===== src/rtl/mips_pkg.sv =====
// Shared MIPS front-end definitions: fetch FSM encoding, sequential PC step and reset vector.
package mips_pkg;

    typedef enum logic [1:0] {
        IDLE  = 2'd0,
        FETCH = 2'd1,
        FULL  = 2'd2,
        DRAIN = 2'd3
    } fetch_state_t;

    localparam int          PC_STEP      = 4;
    localparam logic [31:0] RESET_VECTOR = 32'h0000_0000;

endpackage


===== src/rtl/ifetch_unit.sv =====
// Instruction fetch unit: single-entry fetch FSM driving the next-PC and instruction-memory request.
// Define IFETCH_DELAY_SLOT_EN for MIPS branch-delay-slot behaviour instead of flush-on-redirect.
module ifetch_unit #(
    parameter int ADDR_W  = 32,
    parameter int PC_STEP = mips_pkg::PC_STEP
) (
    input  logic              clk,
    input  logic              Reset,
    input  logic [ADDR_W-1:0] pc,
    output logic [ADDR_W-1:0] nPC,
    output logic              imem_req,
    output logic [ADDR_W-1:0] imem_addr,
    input  logic              imem_ack,
    input  logic [ADDR_W-1:0] imem_rdata,
    output logic [ADDR_W-1:0] inst,
    output logic              inst_valid,
    input  logic              inst_ready,
    input  logic              redirect,
    input  logic [ADDR_W-1:0] redirect_target
);
    import mips_pkg::*;

    localparam logic [ADDR_W-1:0] STEP = ADDR_W'(PC_STEP);

    fetch_state_t      r_state;
    fetch_state_t      w_stateNext;
    logic [ADDR_W-1:0] r_inst;
    logic              r_instValid;
    logic [ADDR_W-1:0] r_imemAddr;
    logic [ADDR_W-1:0] w_nPC;
    logic [ADDR_W-1:0] w_pcInc;
    logic              w_addrLoad;
    logic [ADDR_W-1:0] w_addrNext;
    logic              w_instLoad;
    logic              w_validNext;

`ifdef IFETCH_DELAY_SLOT_EN
    logic              r_pendValid;
    logic [ADDR_W-1:0] r_pendTarget;
    logic              w_pendClr;
`endif

    assign w_pcInc = pc + STEP;

    always_ff @(posedge clk or negedge Reset) begin
        if (!Reset) begin
            r_state <= IDLE;
        end else begin
            r_state <= w_stateNext;
        end
    end

`ifdef IFETCH_DELAY_SLOT_EN
    // Redirects never flush: the delay slot is delivered and its ack cycle jumps to the pending target.
    always_comb begin
        w_stateNext = r_state;
        w_nPC       = pc;
        w_addrLoad  = 1'b0;
        w_addrNext  = pc;
        w_instLoad  = 1'b0;
        w_validNext = r_instValid;
        w_pendClr   = 1'b0;
        case (r_state)
            IDLE: begin
                w_stateNext = FETCH;
                w_addrLoad  = 1'b1;
            end
            FETCH: begin
                if (imem_ack) begin
                    w_instLoad  = 1'b1;
                    w_validNext = 1'b1;
                    w_stateNext = FULL;
                    w_pendClr   = 1'b1;
                    if (redirect) begin
                        w_nPC = redirect_target;
                    end else if (r_pendValid) begin
                        w_nPC = r_pendTarget;
                    end else begin
                        w_nPC = w_pcInc;
                    end
                end
            end
            FULL: begin
                if (inst_ready) begin
                    w_validNext = 1'b0;
                    w_stateNext = FETCH;
                    w_addrLoad  = 1'b1;
                end
            end
            DRAIN: begin
                w_stateNext = FETCH;
                w_addrLoad  = 1'b1;
            end
        endcase
    end

    always_ff @(posedge clk or negedge Reset) begin
        if (!Reset) begin
            r_pendValid  <= 1'b0;
            r_pendTarget <= '0;
        end else if (w_pendClr) begin
            r_pendValid  <= 1'b0;
        end else if (redirect) begin
            r_pendValid  <= 1'b1;
            r_pendTarget <= redirect_target;
        end
    end
`else
    // A redirect flushes; a request already in flight is drained so its stale data is never delivered.
    always_comb begin
        w_stateNext = r_state;
        w_nPC       = pc;
        w_addrLoad  = 1'b0;
        w_addrNext  = pc;
        w_instLoad  = 1'b0;
        w_validNext = r_instValid;
        case (r_state)
            IDLE: begin
                w_stateNext = FETCH;
                w_addrLoad  = 1'b1;
                if (redirect) begin
                    w_addrNext = redirect_target;
                end
            end
            FETCH: begin
                if (redirect) begin
                    if (imem_ack) begin
                        w_addrLoad = 1'b1;
                        w_addrNext = redirect_target;
                    end else begin
                        w_stateNext = DRAIN;
                    end
                end else if (imem_ack) begin
                    w_instLoad  = 1'b1;
                    w_validNext = 1'b1;
                    w_stateNext = FULL;
                    w_nPC       = w_pcInc;
                end
            end
            FULL: begin
                if (redirect) begin
                    w_stateNext = FETCH;
                    w_addrLoad  = 1'b1;
                    w_addrNext  = redirect_target;
                end else if (inst_ready) begin
                    w_validNext = 1'b0;
                    w_stateNext = FETCH;
                    w_addrLoad  = 1'b1;
                end
            end
            DRAIN: begin
                if (imem_ack) begin
                    w_stateNext = FETCH;
                    w_addrLoad  = 1'b1;
                    if (redirect) begin
                        w_addrNext = redirect_target;
                    end
                end
            end
        endcase
        if (redirect) begin
            w_nPC       = redirect_target;
            w_validNext = 1'b0;
        end
    end
`endif

    always_ff @(posedge clk or negedge Reset) begin
        if (!Reset) begin
            r_inst      <= '0;
            r_instValid <= 1'b0;
            r_imemAddr  <= '0;
        end else begin
            if (w_instLoad) begin
                r_inst <= imem_rdata;
            end
            r_instValid <= w_validNext;
            if (w_addrLoad) begin
                r_imemAddr <= w_addrNext;
            end
        end
    end

    assign nPC        = Reset ? w_nPC : pc;
    assign imem_req   = (r_state == FETCH) || (r_state == DRAIN);
    assign imem_addr  = r_imemAddr;
    assign inst       = r_inst;
    assign inst_valid = r_instValid;

endmodule


===== config.mk =====
export PLATFORM = sky130hd
export DESIGN_NAME = ifetch_unit
export DESIGN_NICKNAME = d
export VERILOG_FILES = /design/src/rtl/mips_pkg.sv /design/src/rtl/ifetch_unit.sv
export SDC_FILE = /design/constraint.sdc
export NUM_CORES = 1
export LEC_CHECK = 0
export CAP_MARGIN = 40
export CELL_PAD_IN_SITES_DETAIL_PLACEMENT = 1
export CELL_PAD_IN_SITES_GLOBAL_PLACEMENT = 2
export CORE_ASPECT_RATIO = 0.8
export CORE_MARGIN = 3
export CORE_UTILIZATION = 21
export CTS_CLUSTER_DIAMETER = 200
export DETAILED_ROUTE_END_ITERATION = 8
export GPL_ROUTABILITY_DRIVEN = 0
export PLACE_DENSITY = 0.75
export REMOVE_ABC_BUFFERS = 1
export SLEW_MARGIN = 30
export SYNTH_ARGS = -nofsm -noshare
export SYNTH_HDL_FRONTEND = slang
export SYNTH_SLANG_ARGS = --single-unit

===== constraint.sdc =====
create_clock -name clk -period 1.7 [get_ports clk]
set_input_delay 0.17 -clock clk [delete_from_list [all_inputs] [get_ports clk]]
set_output_delay 0.17 -clock clk [all_outputs]
set_load 0.005 [all_outputs]

# Word-level counts from Yosys, hierarchy flattened
# Index checks and enable logic that the tools add are counted.
# W data, S select, Z words.
# word_totals
in_bits	101
regBits	67
elab_cells	45
# op_classes
addsub	1
n_mux	27
n_reduce_logical	6
eq_ne	7
# ops
cell	count
$mux W32	8
$pmux W32 S3	1
$add A32 B3 Y32 const B	1
$mux W2	6
$mux W1	9
$ne A3 B3 Y1 const B	3
$pmux W2 S4	1
$eq A2 B2 Y1 const B	2
$pmux W1 S4	1
$reduce_and A4 Y1	1
$reduce_and A3 Y1	1
$reduce_bool A3 Y1	1
$eq A2 B1 Y1 const B	1
$logic_not A2 Y1	1
$ne A2 B2 Y1 const B	1
$pmux W1 S2	1
$reduce_or A2 Y1	1
$logic_or A1 B1 Y1	1

# Depth between registers and ports, before layout
# Gate-level depths: netlist of run 1.
# depth
ltp_word	5
mapped_depth	6

# Worst setup path after synthesis of run 1
# No wires, ideal clock.
# synth_path
kind	flip-flop to flip-flop
startpoint	reg r_state[0]
endpoint	reg r_imemAddr[0] (netlist: imem_addr[0])
arrival_ns	1.722
path_stages_with_launch	6
setup_ns	0.125
synth_period_minus_slack_ns	1.847
n_path_buf	1
setup_slack_ns	-0.147
path_cell_list	dfrtp_1 > inv_1 > o21ai_1 > clkbuf_1 > mux2_2 > mux2_2
# synth_between
elab_chain_len	3
elab_cells_between_ends	7
# synth_lines
element	line	text
from (decl)	ifetch_unit.sv:25	fetch_state_t r_state;
from (signal assigned)	ifetch_unit.sv:49	r_state <= w_stateNext;
$eq A2 B2 Y1 or $logic_not A2 Y1 (tied branches)	ifetch_unit.sv:117	case (r_state)
$reduce_or A2 Y1 (no line)	--	
$pmux W32 S3	ifetch_unit.sv:117	
to (signal assigned)	ifetch_unit.sv:179	r_imemAddr <= w_addrNext;
to (decl)	ifetch_unit.sv:29	logic [ADDR_W-1:0] r_imemAddr;
# Several ways; a longest one is shown, not always the timed one.
# A chain may end at the register's enable or synchronous reset.

# Worst setup path after layout of run 1
# layout_path
startpoint	reg r_state[1]
endpoint	out nPC[31]
# layout_between
elab_chain_len	4
# layout_lines
element	line	text
$eq A2 B1 Y1	ifetch_unit.sv:117	
$mux W32	ifetch_unit.sv:117	
$mux W32	ifetch_unit.sv:161	if (redirect) begin
$mux W32	ifetch_unit.sv:184	assign nPC = Reset ? w_nPC : pc;
to (decl)	ifetch_unit.sv:10	output logic [ADDR_W-1:0] nPC,
# No other way between the ends.

==> results.txt, run 1 <==
* Result of the run: complete, but fails checks
- Failing checks: negative setup slack
* Count of cells along the worst register-to-register path: 10
- Reg-to-reg setup timing slack: -450 ps
- Arrival time worst endpoint: 2200 ps
- The die is 165 um wide.
- The synthesized netlist devotes 0.415% of its cell area to XOR and XNOR gates.
* Cells after synthesis: 477
- For this configuration, the core starts out at a cell density of 21.8%.
* Ys async rst share: 100%
* Kind of path behind the tightest hold check: input port to asynchronous set/reset pin
- For this run, the leading register cell type out of synthesis is sky130_fd_sc_hd__dfrtp_1.
* EDFF count, synth: 0
- Across every metal layer, demand over resource in global routing totals 19.6%.
- Number of pins with negative max-slew slack in the final report: 0
- For the worst-skew pair, the clock arrives at the later sink with an insertion delay of 340 ps.
* Busiest layer in global routing: met2
- Number of placement rows: 45
* Initial antenna violation count: 0
* Total standard cell area after synthesis: 4220 sq um
- P_leak: 3.75 nW
- Syn. warnings: 0
- Detailed routing inserted a total of 5,067 vias.
* Instance count on the critical path: 7
* Ordered list of cells on the worst path: and4bb_4, nand4_1, buf_6, buf_8, or3_4, a22oi_2, buf_2
* Distinct cell type count after synthesis: 49
- Final hold analysis gives a worst-case slack of 170 ps.
- In this run the clock root is driven by a sky130_fd_sc_hd__clkbuf_16.
- Clock sink total: 67
* Routed wire length: 21.5 mm
* Setup repair after global routing missed its margin: yes
- Setup violation total in the final timing report: 61
- Setup total negative slack on the finished layout was measured at -27,270 ps.
* Share of post-route cells with drive strength above 1: 41.2%
- Clock-pin slew was measured on the worst setup and hold paths at 60 ps.
- The portion of synthesized area spent on multiplexers is 18.7%.
* Floorplan Core Area: 19,400 sq um
- Subtracting the final worst setup slack from the clock period gives 2370 ps.
* Synthesized flop and latch total: 67
* Setup slack of the critical path after layout: -665 ps
* Met3 usage in global routing: 4.07%
- CP bufs+invs: 3
- The floorplan step defined a die boundary enclosing 21,900 sq um.
- Type of origin of the critical path: register
- The area growth from synthesis to layout is 100%.
- End of the worst register-to-register path: imem_addr[25]$_DFFE_PN0P_
- Largest voltage drop on the vdd net: 0.473 mV
- Number of design rule violations left after detail routing: 0
- Power after layout: 7.25 mW
* Final hold vios: 0
* Wire length of the first global-routing pass: 33.2 mm
- Each instance of the synthesized netlist takes up on average 8.85 sq um.
* Crit path capture type: output port
- Transition time of the tightest slew-check pin: 376 ps
- Worst Path Class, Setup: register to output port
* Adder and majority gate portion of the synthesized area: 0.296%
* Dominant combinational cell family by area after synthesis: simple AND/OR/NAND/NOR gates
* Die height: 133 um
* Vias in the first global route: 5,803
- Peak Freq: 423 MHz
- Num ports: 199
- The HPWL after detailed placement is 14.9 mm.
* H-tree levels: 3
- Final routed wire length divided by cell count: 20.2 um
* Max transition margin: 74.9%
- Area fraction in compound gates after synthesis: 12.4%
- The synthesized netlist devotes 24.6% of its cell area to simple gates.
* Dominant delay contributor by cell family on the critical path: simple AND/OR/NAND/NOR gates
* Critical path data required time: 1530 ps
* Antenna Nets Post-Route: 0
* Final critical-path share of the clock period: 139%
- The synthesized design devotes to its leading area cell type 39.7% of total area.
- Most common library cell in the layout ignoring fill and taps: sky130_fd_sc_hd__clkdlybuf4s50_1
- The largest single stage delay on the critical path is 420 ps.
- Across the routed clock network, the largest skew measured is 7.91 ps.
- TritonCTS built the clock tree.
- Share of the yosys chip area belonging to registers: 39.7%
- Count of input and output buffers: 198
* Maximum fanout along the worst path: 5
* First-pass detailed-route iteration total: 4
- Max Cap Violations: 0
- Maximum root-to-sink buffer count: 2
- The repair_antennas step left the layout with diodes totalling 0.
* Launch point of the worst reg-to-reg path: r_state[0]$_DFFE_PN0P_
- Leading post-synthesis cells by cell area: sky130_fd_sc_hd__dfrtp_1 (40%), sky130_fd_sc_hd__mux2_2 (17%), sky130_fd_sc_hd__nand2_1 (11%), sky130_fd_sc_hd__nand3_1 (2.6%), sky130_fd_sc_hd__clkbuf_1 (2.5%)
- Global routing consumed, on the met1 layer, 25.9% of the routing resources.
- Cell with the largest stage delay on the worst path: sky130_fd_sc_hd__dfrtp_1
* Met2 global-route usage: 32.9%
- Routed vias/inst: 4.75
* Commonest non-fill, non-tap cells in the layout: sky130_fd_sc_hd__clkdlybuf4s50_1 (147), sky130_fd_sc_hd__nand2_1 (126), sky130_fd_sc_hd__buf_4 (98), sky130_fd_sc_hd__dfrtp_1 (66), sky130_fd_sc_hd__mux2_2 (60)
- The first routing iteration left 177 violations.
* Cell type contributing the most total cell area after synthesis: sky130_fd_sc_hd__dfrtp_1
* Pin count of the biggest net entering global routing: 34
* Total gr overflow: 0
* Number of buffers created by CTS: 9
- At the end of the flow, the number of nets in the layout was 906.
* P per Cell Area: 858 nW/um^2
* Pre-CTS setup slack: -1240 ps
[timing repair]
item                                    CTS  global route
pin swaps                                46            32
buffers inserted                         39            12
endpoints found under the setup margin   64            62
gates resized for setup                 245            75
hold buffers                              3             1
endpoints found under the hold margin    40             1
cloned                                    6             0
[logic make-up after synthesis]
| family | Yosys count |
|---|---|
| muxes | 71 |
| xor gates and xnor gates | 2 |
| DFF | 67 |
| buffers and inverters | 42 |
| adders and majority gates | 1 |
| AOI/OAI and AO/OA | 76 |
| and+or+nand+nor | 218 |
[tightest hold or removal path: stages]
cell	delay, ps
sky130_fd_sc_hd__buf_4	150
sky130_fd_sc_hd__buf_4	210
sky130_fd_sc_hd__buf_4	370
[flip-flops by register name, summed over array words and instances (netlist names)]
register    cells
imem_addr      32
inst           32
inst_valid      1
r_state         2
[layer usage]
| metal | share of wire [%] | wire (um) |
|---|---|---|
| met3 | 4.8 | 1030 |
| met2 | 50 | 10700 |
| met5 | 0 | 0 |
| met1 | 45 | 9690 |
| met4 | 0.72 | 156 |
[worst max path at each step]
stage / slack [ps] / start / end
floorplan: -1170 / r_state[1]$_DFFE_PN0P_ / imem_addr[0]$_DFFE_PN0P_
global placement: -1240 / pc[12] / nPC[30]
detailed placement: -1240 / pc[13] / nPC[25]
CTS: -630 / r_state[1]$_DFFE_PN0P_ / nPC[17]
global route: -750 / r_state[1]$_DFFE_PN0P_ / nPC[31]
finish: -670 / r_state[1]$_DFFE_PN0P_ / nPC[31]
[power breakdown]
| part | total [mW] | internal, mW | switching (mW) |
|---|---|---|---|
| combinational | 3.10 | 1.93 | 1.17 |
| sequential | 2.37 | 2.07 | 0.299 |
| clock | 1.78 | 1.03 | 0.756 |
[cell type report]
class / instances / area (sq um)
fillers: 2211 / 10900
repair buffers: 350 / 3340
multi-input cells: 368 / 2810
flip-flops and latches: 67 / 1680
well taps: 258 / 323
clock buffers: 12 / 246
inverters: 8 / 33.8
clock inverters: 4 / 26.3
[synthesized netlist by cell type (3+ instances only)]
cell                        instances
sky130_fd_sc_hd__o311ai_0           6
sky130_fd_sc_hd__nor2_1             5
sky130_fd_sc_hd__a31oi_1            3
sky130_fd_sc_hd__nand3_1           22
sky130_fd_sc_hd__mux2_2            64
sky130_fd_sc_hd__and2_1             4
sky130_fd_sc_hd__nand2b_1           3
sky130_fd_sc_hd__a21oi_1           12
sky130_fd_sc_hd__buf_2              4
sky130_fd_sc_hd__or4_1              9
sky130_fd_sc_hd__and3_1             5
sky130_fd_sc_hd__mux2i_1            7
sky130_fd_sc_hd__nor4_1             8
sky130_fd_sc_hd__a22oi_1           10
sky130_fd_sc_hd__inv_1              7
sky130_fd_sc_hd__nand4_1           12
sky130_fd_sc_hd__nand2_1          129
sky130_fd_sc_hd__clkbuf_1          28
sky130_fd_sc_hd__dfrtp_1           67
sky130_fd_sc_hd__a2bb2oi_1          5
sky130_fd_sc_hd__or3_1              4
sky130_fd_sc_hd__o211ai_1           9
sky130_fd_sc_hd__or2_2              4
sky130_fd_sc_hd__o22ai_1            8
sky130_fd_sc_hd__o21ai_0           12
[per-stage QoR]
step / area, sq um / std cells / utilization (%)
2_1_floorplan: 4090 / 443 / -
3_3_place_gp: 7280 / 1005 / 37.6
3_5_place_dp: 7280 / 1005 / 37.6
4_1_cts: 8220 / 1064 / 42.4
5_1_grt: 8450 / 1067 / 43.6
6_report: 8450 / 1067 / 43.6
Power figures use the tool's default switching activity.
==> run 2: changes to the inputs <==
--- a/config.mk
+++ b/config.mk
@@ -5,16 +5,16 @@
 export SDC_FILE = /design/constraint.sdc
 export NUM_CORES = 1
 export LEC_CHECK = 0
+export ABC_CLOCK_PERIOD_IN_PS = 2700
 export CAP_MARGIN = 40
 export CELL_PAD_IN_SITES_DETAIL_PLACEMENT = 1
 export CELL_PAD_IN_SITES_GLOBAL_PLACEMENT = 2
 export CORE_ASPECT_RATIO = 0.8
 export CORE_MARGIN = 3
-export CORE_UTILIZATION = 21
-export CTS_CLUSTER_DIAMETER = 200
+export CORE_UTILIZATION = 23
 export DETAILED_ROUTE_END_ITERATION = 8
 export GPL_ROUTABILITY_DRIVEN = 0
-export PLACE_DENSITY = 0.75
+export PLACE_DENSITY = 0.78
 export REMOVE_ABC_BUFFERS = 1
 export SLEW_MARGIN = 30
 export SYNTH_ARGS = -nofsm -noshare
==> constraint.sdc (replaced) <==
create_clock -name clk -period 2.7 [get_ports clk]
set_input_delay 0.27 -clock clk [delete_from_list [all_inputs] [get_ports clk]]
set_output_delay 0.27 -clock clk [all_outputs]
set_load 0.005 [all_outputs]
==> results.txt, run 2 (synthesized netlist as in run 1, its figures left out) <==
- End of the worst register-to-register path: imem_addr[5]$_DFFE_PN0P_
* H-tree levels: 3
- The first global-routing pass estimated 29.0 mm of wire.
- Gr usage total: 18.5%
- Setup slack of the critical path after layout: 54.2 ps
- The clock passes through at most 2 buffers.
- Result of the run: completed
- Area of the multi-input gates: 2520 sq um
* Antenna Nets Post-Route: 0
- Transition time of the tightest slew-check pin: 496 ps
* Full die area: 20,000 sq um
- Clock tree root driver cell: sky130_fd_sc_hd__clkbuf_16
- Final core utilization: 43.1%
- TritonCTS built the clock tree.
- The library cells used most frequently in the layout, excluding fill and tap cells, are sky130_fd_sc_hd__clkdlybuf4s50_1 (159), sky130_fd_sc_hd__nand2_1 (129), sky130_fd_sc_hd__buf_4 (81), sky130_fd_sc_hd__dfrtp_1 (67), sky130_fd_sc_hd__mux2_2 (64).
* Number of placement rows: 43
* Floorplan Core Area: 17,600 sq um
* Layout Skew: 4.63 ps
- Worst slack on hold paths: 23.8 ps
* Count of input and output buffers: 198
* Routed wire length: 18.8 mm
- Setup repair after global routing missed its margin: yes
- Final hold vios: 0
- From left edge to right edge, the die measures 157 um.
- For the worst-skew pair, the clock arrives at the later sink with an insertion delay of 340 ps.
* Arrival time worst endpoint: 2380 ps
- Kind of path behind the tightest hold check: input port to asynchronous set/reset pin
- The worst path needs 2650 ps of the cycle, external delays included.
* Most common library cell in the layout ignoring fill and taps: sky130_fd_sc_hd__clkdlybuf4s50_1
- OpenSTA, run right after detailed placement, puts the worst setup slack at -430 ps.
- Number of pins with negative max-slew slack in the final report: 0
- Num ports: 199
* P_leak: 3.38 nW
- For flop-to-flop paths, the worst setup slack is 600 ps.
* Type of origin of the critical path: register
- Once the floorplan was initialized, standard cells occupied 23.9% of the core.
* Initial antenna violation count: 1
* Clock sink total: 67
- After global routing the overflow that remains totals 0.
- In the finished design, the share of the clock period the worst path needs comes to 98.0%.
* Setup violation total in the final timing report: 0
- Summing all flip-flop and latch instances after layout gives 1680 sq um.
- The worst setup path is captured at an output port.
- Final HPWL from detailed placement: 13.9 mm
- Measured against its own limit, the worst slew margin works out to 66.9%.
- After the last flow step, the layout net total stands at 847.
* DR vias: 4,845
- Filler instances: 1,998
* Number of buffers created by CTS: 9
* Maximum fanout along the worst path: 6
- Measured along the y axis, the die boundary spans 127 um.
- The detailed router finished its first iteration with 163 violations.
- P per Cell Area: 602 nW/um^2
- Final routed wire length divided by cell count: 19.3 um
- Post-CTS clock slew at the launch and capture registers of the worst setup and hold paths: 60 ps
- Power after layout: 4.58 mW
* Peak Freq: 378 MHz
* Launch point of the worst reg-to-reg path: r_state[1]$_DFFE_PN0P_
* Routed vias/inst: 4.96
* Number of design rule violations left after detail routing: 0
* Largest voltage drop on the vdd net: 0.286 mV
* Layout overhead on the synthesized area: 80.3%
- Critical path data required time: 2430 ps
- Worst Path Class, Setup: register to output port
- The tool flagged a number of max-cap violations equal to 0.
- Vias in the first global route: 5,246
* Pin count of the biggest net entering global routing: 40
- First-pass detailed-route iteration total: 4
- The number of cells on the worst reg-to-reg path is 8.
- Share of post-route cells with drive strength above 1: 27.5%
[run 2: cell count changes in the layout (fill, tap and decap cells not counted), sizes merged]
cell	change
dlygate4sd2	+11
bufbuf	-1
diode	+1
dlygate4sd3	-1
dlymetal6s4s	-1
dlymetal6s2s	+9
clkdlybuf4s50	+12
clkbuf	-4
bufinv	+3
buf	-86
inv	+1
clkinvlp	-2
[run 2: what timing repair did]
action / 4_1_cts / 5_1_grt
resized for setup: 58 / 33
hold buffers: 2 / 0
endpoints found under the setup margin: 23 / 13
pin swaps: 9 / 7
buffers inserted: 6 / 7
hold endpoints to repair: 3 / 0
[run 2: power breakdown]
part / internal (mW) / total, mW / switching (mW) / leakage (nW)
Sequential: 1.30 / 1.48 / 0.171 / 0.806
Combinational: 1.06 / 1.71 / 0.650 / 2.40
Clock: 0.929 / 1.40 / 0.473 / 0.173
Total: 3.29 / 4.58 / 1.29 / 3.38
[run 2: worst max-delay path, cell delays in order (launching register included)]
cell,delay [ps]
sky130_fd_sc_hd__dfrtp_1,400
sky130_fd_sc_hd__buf_4,140
sky130_fd_sc_hd__and3b_1,220
sky130_fd_sc_hd__nand4_1,120
sky130_fd_sc_hd__buf_6,160
sky130_fd_sc_hd__buf_4,160
sky130_fd_sc_hd__or4_4,530
sky130_fd_sc_hd__nand3_2,100
sky130_fd_sc_hd__clkdlybuf4s15_1,200
[run 2: layout make-up]
class	count	share of cell area [%]
Timing Repair Buffer	291	36.1
Multi-Input combinational cell	368	33.1
Sequential cell	67	22.0
Tap cell	225	3.70
Clock buffer	10	3.14
Clock inverter	6	1.48
Inverter	8	0.394
Antenna cell	1	0.0329
[run 2: worst max path at each step]
stage | startpoint | endpoint | slack (ps)
floorplan | r_state[1]$_DFFE_PN0P_ | imem_addr[0]$_DFFE_PN0P_ | -170
global placement | pc[11] | nPC[25] | -420
detailed placement | pc[12] | nPC[25] | -430
CTS | pc[23] | nPC[29] | 0.7
global route | r_state[1]$_DFFE_PN0P_ | nPC[24] | -30
finish | r_state[1]$_DFFE_PN0P_ | nPC[24] | 50
[run 2: routing by layer]
layer	global-route usage (%)	vias up	part of all wire, %
met2	30.1	134	48
li1	-	2271	-
met3	5.49	19	5.9
met5	0	-	0
met1	24.0	2421	45
met4	4.80	0	1.2
[run 2: through the flow]
stage,TNS (ps),cells,area [sq um]
detailed placement,-6000,944,7000
floorplan,-5580,443,4090
global route,-48.3,976,7610
finish,0,976,7610
global placement,-5550,944,7000
CTS,0,968,7480
==> run 3: changes to the inputs <==
--- a/config.mk
+++ b/config.mk
@@ -16,6 +16,7 @@
 export GPL_ROUTABILITY_DRIVEN = 0
 export PLACE_DENSITY = 0.78
 export REMOVE_ABC_BUFFERS = 1
+export SKIP_CTS_REPAIR_TIMING = 1
 export SLEW_MARGIN = 30
 export SYNTH_ARGS = -nofsm -noshare
 export SYNTH_HDL_FRONTEND = slang
==> results.txt, run 3 (synthesized netlist as in run 1, its figures left out) <==
- The run finished, with violations left.
- Failing checks: negative hold slack
* Routed vias/inst: 4.99
- Worst setup path start: pc[21]
- Pin count of the biggest net entering global routing: 40
- Routed wire length: 18.7 mm
- The first routing iteration left 186 violations.
* Count of input and output buffers: 198
- Of the available clock period, the critical path in the final layout requires 96.9%.
- Cells fill 43.3% of the core in the end.
- The number of clock buffers added by TritonCTS is 9.
- Most common library cell in the layout ignoring fill and taps: sky130_fd_sc_hd__clkdlybuf4s50_1
- Clock tree root driver cell: sky130_fd_sc_hd__clkbuf_16
- In this run the critical register-to-register path is launched from r_state[1]$_DFFE_PN0P_.
* Crit path capture type: output port
* H-tree levels: 3
- Critical path data required time: 2430 ps
- After layout, the worst setup slack is 83.6 ps.
- In the final layout, the share of cells above drive strength 1 is 26.9%.
- The library cells used most frequently in the layout, excluding fill and tap cells, are sky130_fd_sc_hd__clkdlybuf4s50_1 (168), sky130_fd_sc_hd__nand2_1 (129), sky130_fd_sc_hd__buf_4 (73), sky130_fd_sc_hd__dfrtp_1 (67), sky130_fd_sc_hd__mux2_2 (64).
* Wire length of the first global-routing pass: 28.4 mm
* Max transition margin: 66.8%
- Once placement finished, the instance area stood at 7000 sq um.
- Maximum fanout along the worst path: 6
- Number of standard cells in the layout, taps in and fillers out: 966
- Compared with the post-synthesis result, the final layout area differs by 80.8%.
- The tool flagged a number of max-cap violations equal to 0.
- The worst setup path is launched from an input port.
- VDD sags by at most 0.285 mV.
* Pre-CTS setup slack: -430 ps
* Initial antenna violation count: 1
- The clock reaches the later pin of the worst-skew pair after 340 ps.
* Transition time of the tightest slew-check pin: 498 ps
- The wire-length estimate of the detail-placed layout is 13.9 mm.
- Layout Skew: 3.34 ps
* Filler instances: 1,996
- Clock sink total: 67
- Num ports: 199
- P_leak: 3.42 nW
- Minimum clock period: 2620 ps
* Number of design rule violations left after detail routing: 0
- Worst slack on hold paths: -3.75 ps
* Antenna Nets Post-Route: 0
* Post-route cell area: 7640 sq um
- Traced cell by cell, the critical path runs through clkdlybuf4s50_1, nand4_1, or4_4, buf_6, buf_4, o311a_1, nor2_1, buf_2.
- Initial Utilization: 23.9%
* Kind of path behind the tightest hold check: input port to asynchronous set/reset pin
* DR vias: 4,824
- From bottom edge to top edge, the die measures 127 um.
- Measured along the x axis, the die boundary spans 157 um.
* Total gr overflow: 0
- Static timing analysis puts the maximum clock frequency at 382 MHz.
* Maximum root-to-sink buffer count: 2
- Arrival time worst endpoint: 2350 ps
* Final routed wire length divided by cell count: 19.3 um
- CTS tree: built
* Gr usage total: 18.0%
* Setup violation total in the final timing report: 0
- The hold violation count in the final report is 7.
* Number of pins with negative max-slew slack in the final report: 0
- First-pass detailed-route iteration total: 4
- Once placement completed, the tool counted placed cells totaling 944.
* Floorplan Core Area: 17,600 sq um
* Number of placement rows: 43
* Layout net count: 837
* Post-CTS clock slew at the launch and capture registers of the worst setup and hold paths: 60 ps
- The via count of the first global-routing pass is 5,185.
* P per Cell Area: 602 nW/um^2
- Largest stage delay on the critical path: 560 ps
- Full die area: 20,000 sq um
* Worst Path Class, Setup: input port to output port
* Cell with the largest stage delay on the worst path: sky130_fd_sc_hd__or4_4
==> run 3: cell count changes in the layout (fill, tap and decap cells not counted), moves of 2 or more <==
cell,before,now
sky130_fd_sc_hd__dlymetal6s2s_1,14,26
sky130_fd_sc_hd__dlygate4sd2_1,17,0
sky130_fd_sc_hd__o311ai_1,5,2
sky130_fd_sc_hd__buf_2,4,2
sky130_fd_sc_hd__clkdlybuf4s50_1,159,168
sky130_fd_sc_hd__o311ai_2,1,3
sky130_fd_sc_hd__buf_4,81,73
==> run 3: path summary, 6_finish.rpt <==
kind                                              to  slack, ps  cells past startpoint
max                                          nPC[29]         80                      8
min                        imem_addr[20]$_DFFE_PN0P_         -4                      2
max reg2reg                 imem_addr[5]$_DFFE_PN0P_        690                      7
min reg2reg                     inst[22]$_DFFE_PN0P_        480                      2
max in group asynchronous       inst[17]$_DFFE_PN0P_       1910                      3
min in group clk              inst_valid$_DFFE_PN0P_        450                      3
==> run 3: power by group <==
part | switching (mW) | internal (mW)
combinational | 0.649 | 1.06
sequential | 0.171 | 1.30
clock | 0.476 | 0.929
==> run 3: per-layer routing <==
metal,vias to the layer above,global-route usage (%),part of all wire (%)
li1,2254,-,-
met1,2395,23.3,44
met2,150,29.2,48
met3,25,5.66,6.8
met4,0,4.95,1.4
met5,-,0,0
==> run 3: layout make-up <==
type | instances | area [sq um] | share of cell area [%]
tap | 225 | 282 | 3.69
multi-input combinational | 368 | 2560 | 33.5
clock inverter | 6 | 113 | 1.47
sequential | 67 | 1680 | 22.0
antenna | 1 | 2.50 | 0.0328
inverter | 8 | 30.0 | 0.393
clock buffer | 10 | 239 | 3.13
timing repair buffer | 281 | 2740 | 35.8
==> run 3: critical path, delay by kind of cell <==
kind	cells	cell delay, ps
buffers and inverters	4	940
AOI/OAI and AO/OA	1	340
and+or+nand+nor	3	800
==> run 3: through the flow <==
stage               power (mW)  TNS (ps)
global placement          3.15     -5550
CTS                       4.66     -6360
global route              4.88     -36.7
floorplan                 1.99     -5580
detailed placement        3.21     -6000
finish                    4.59         0
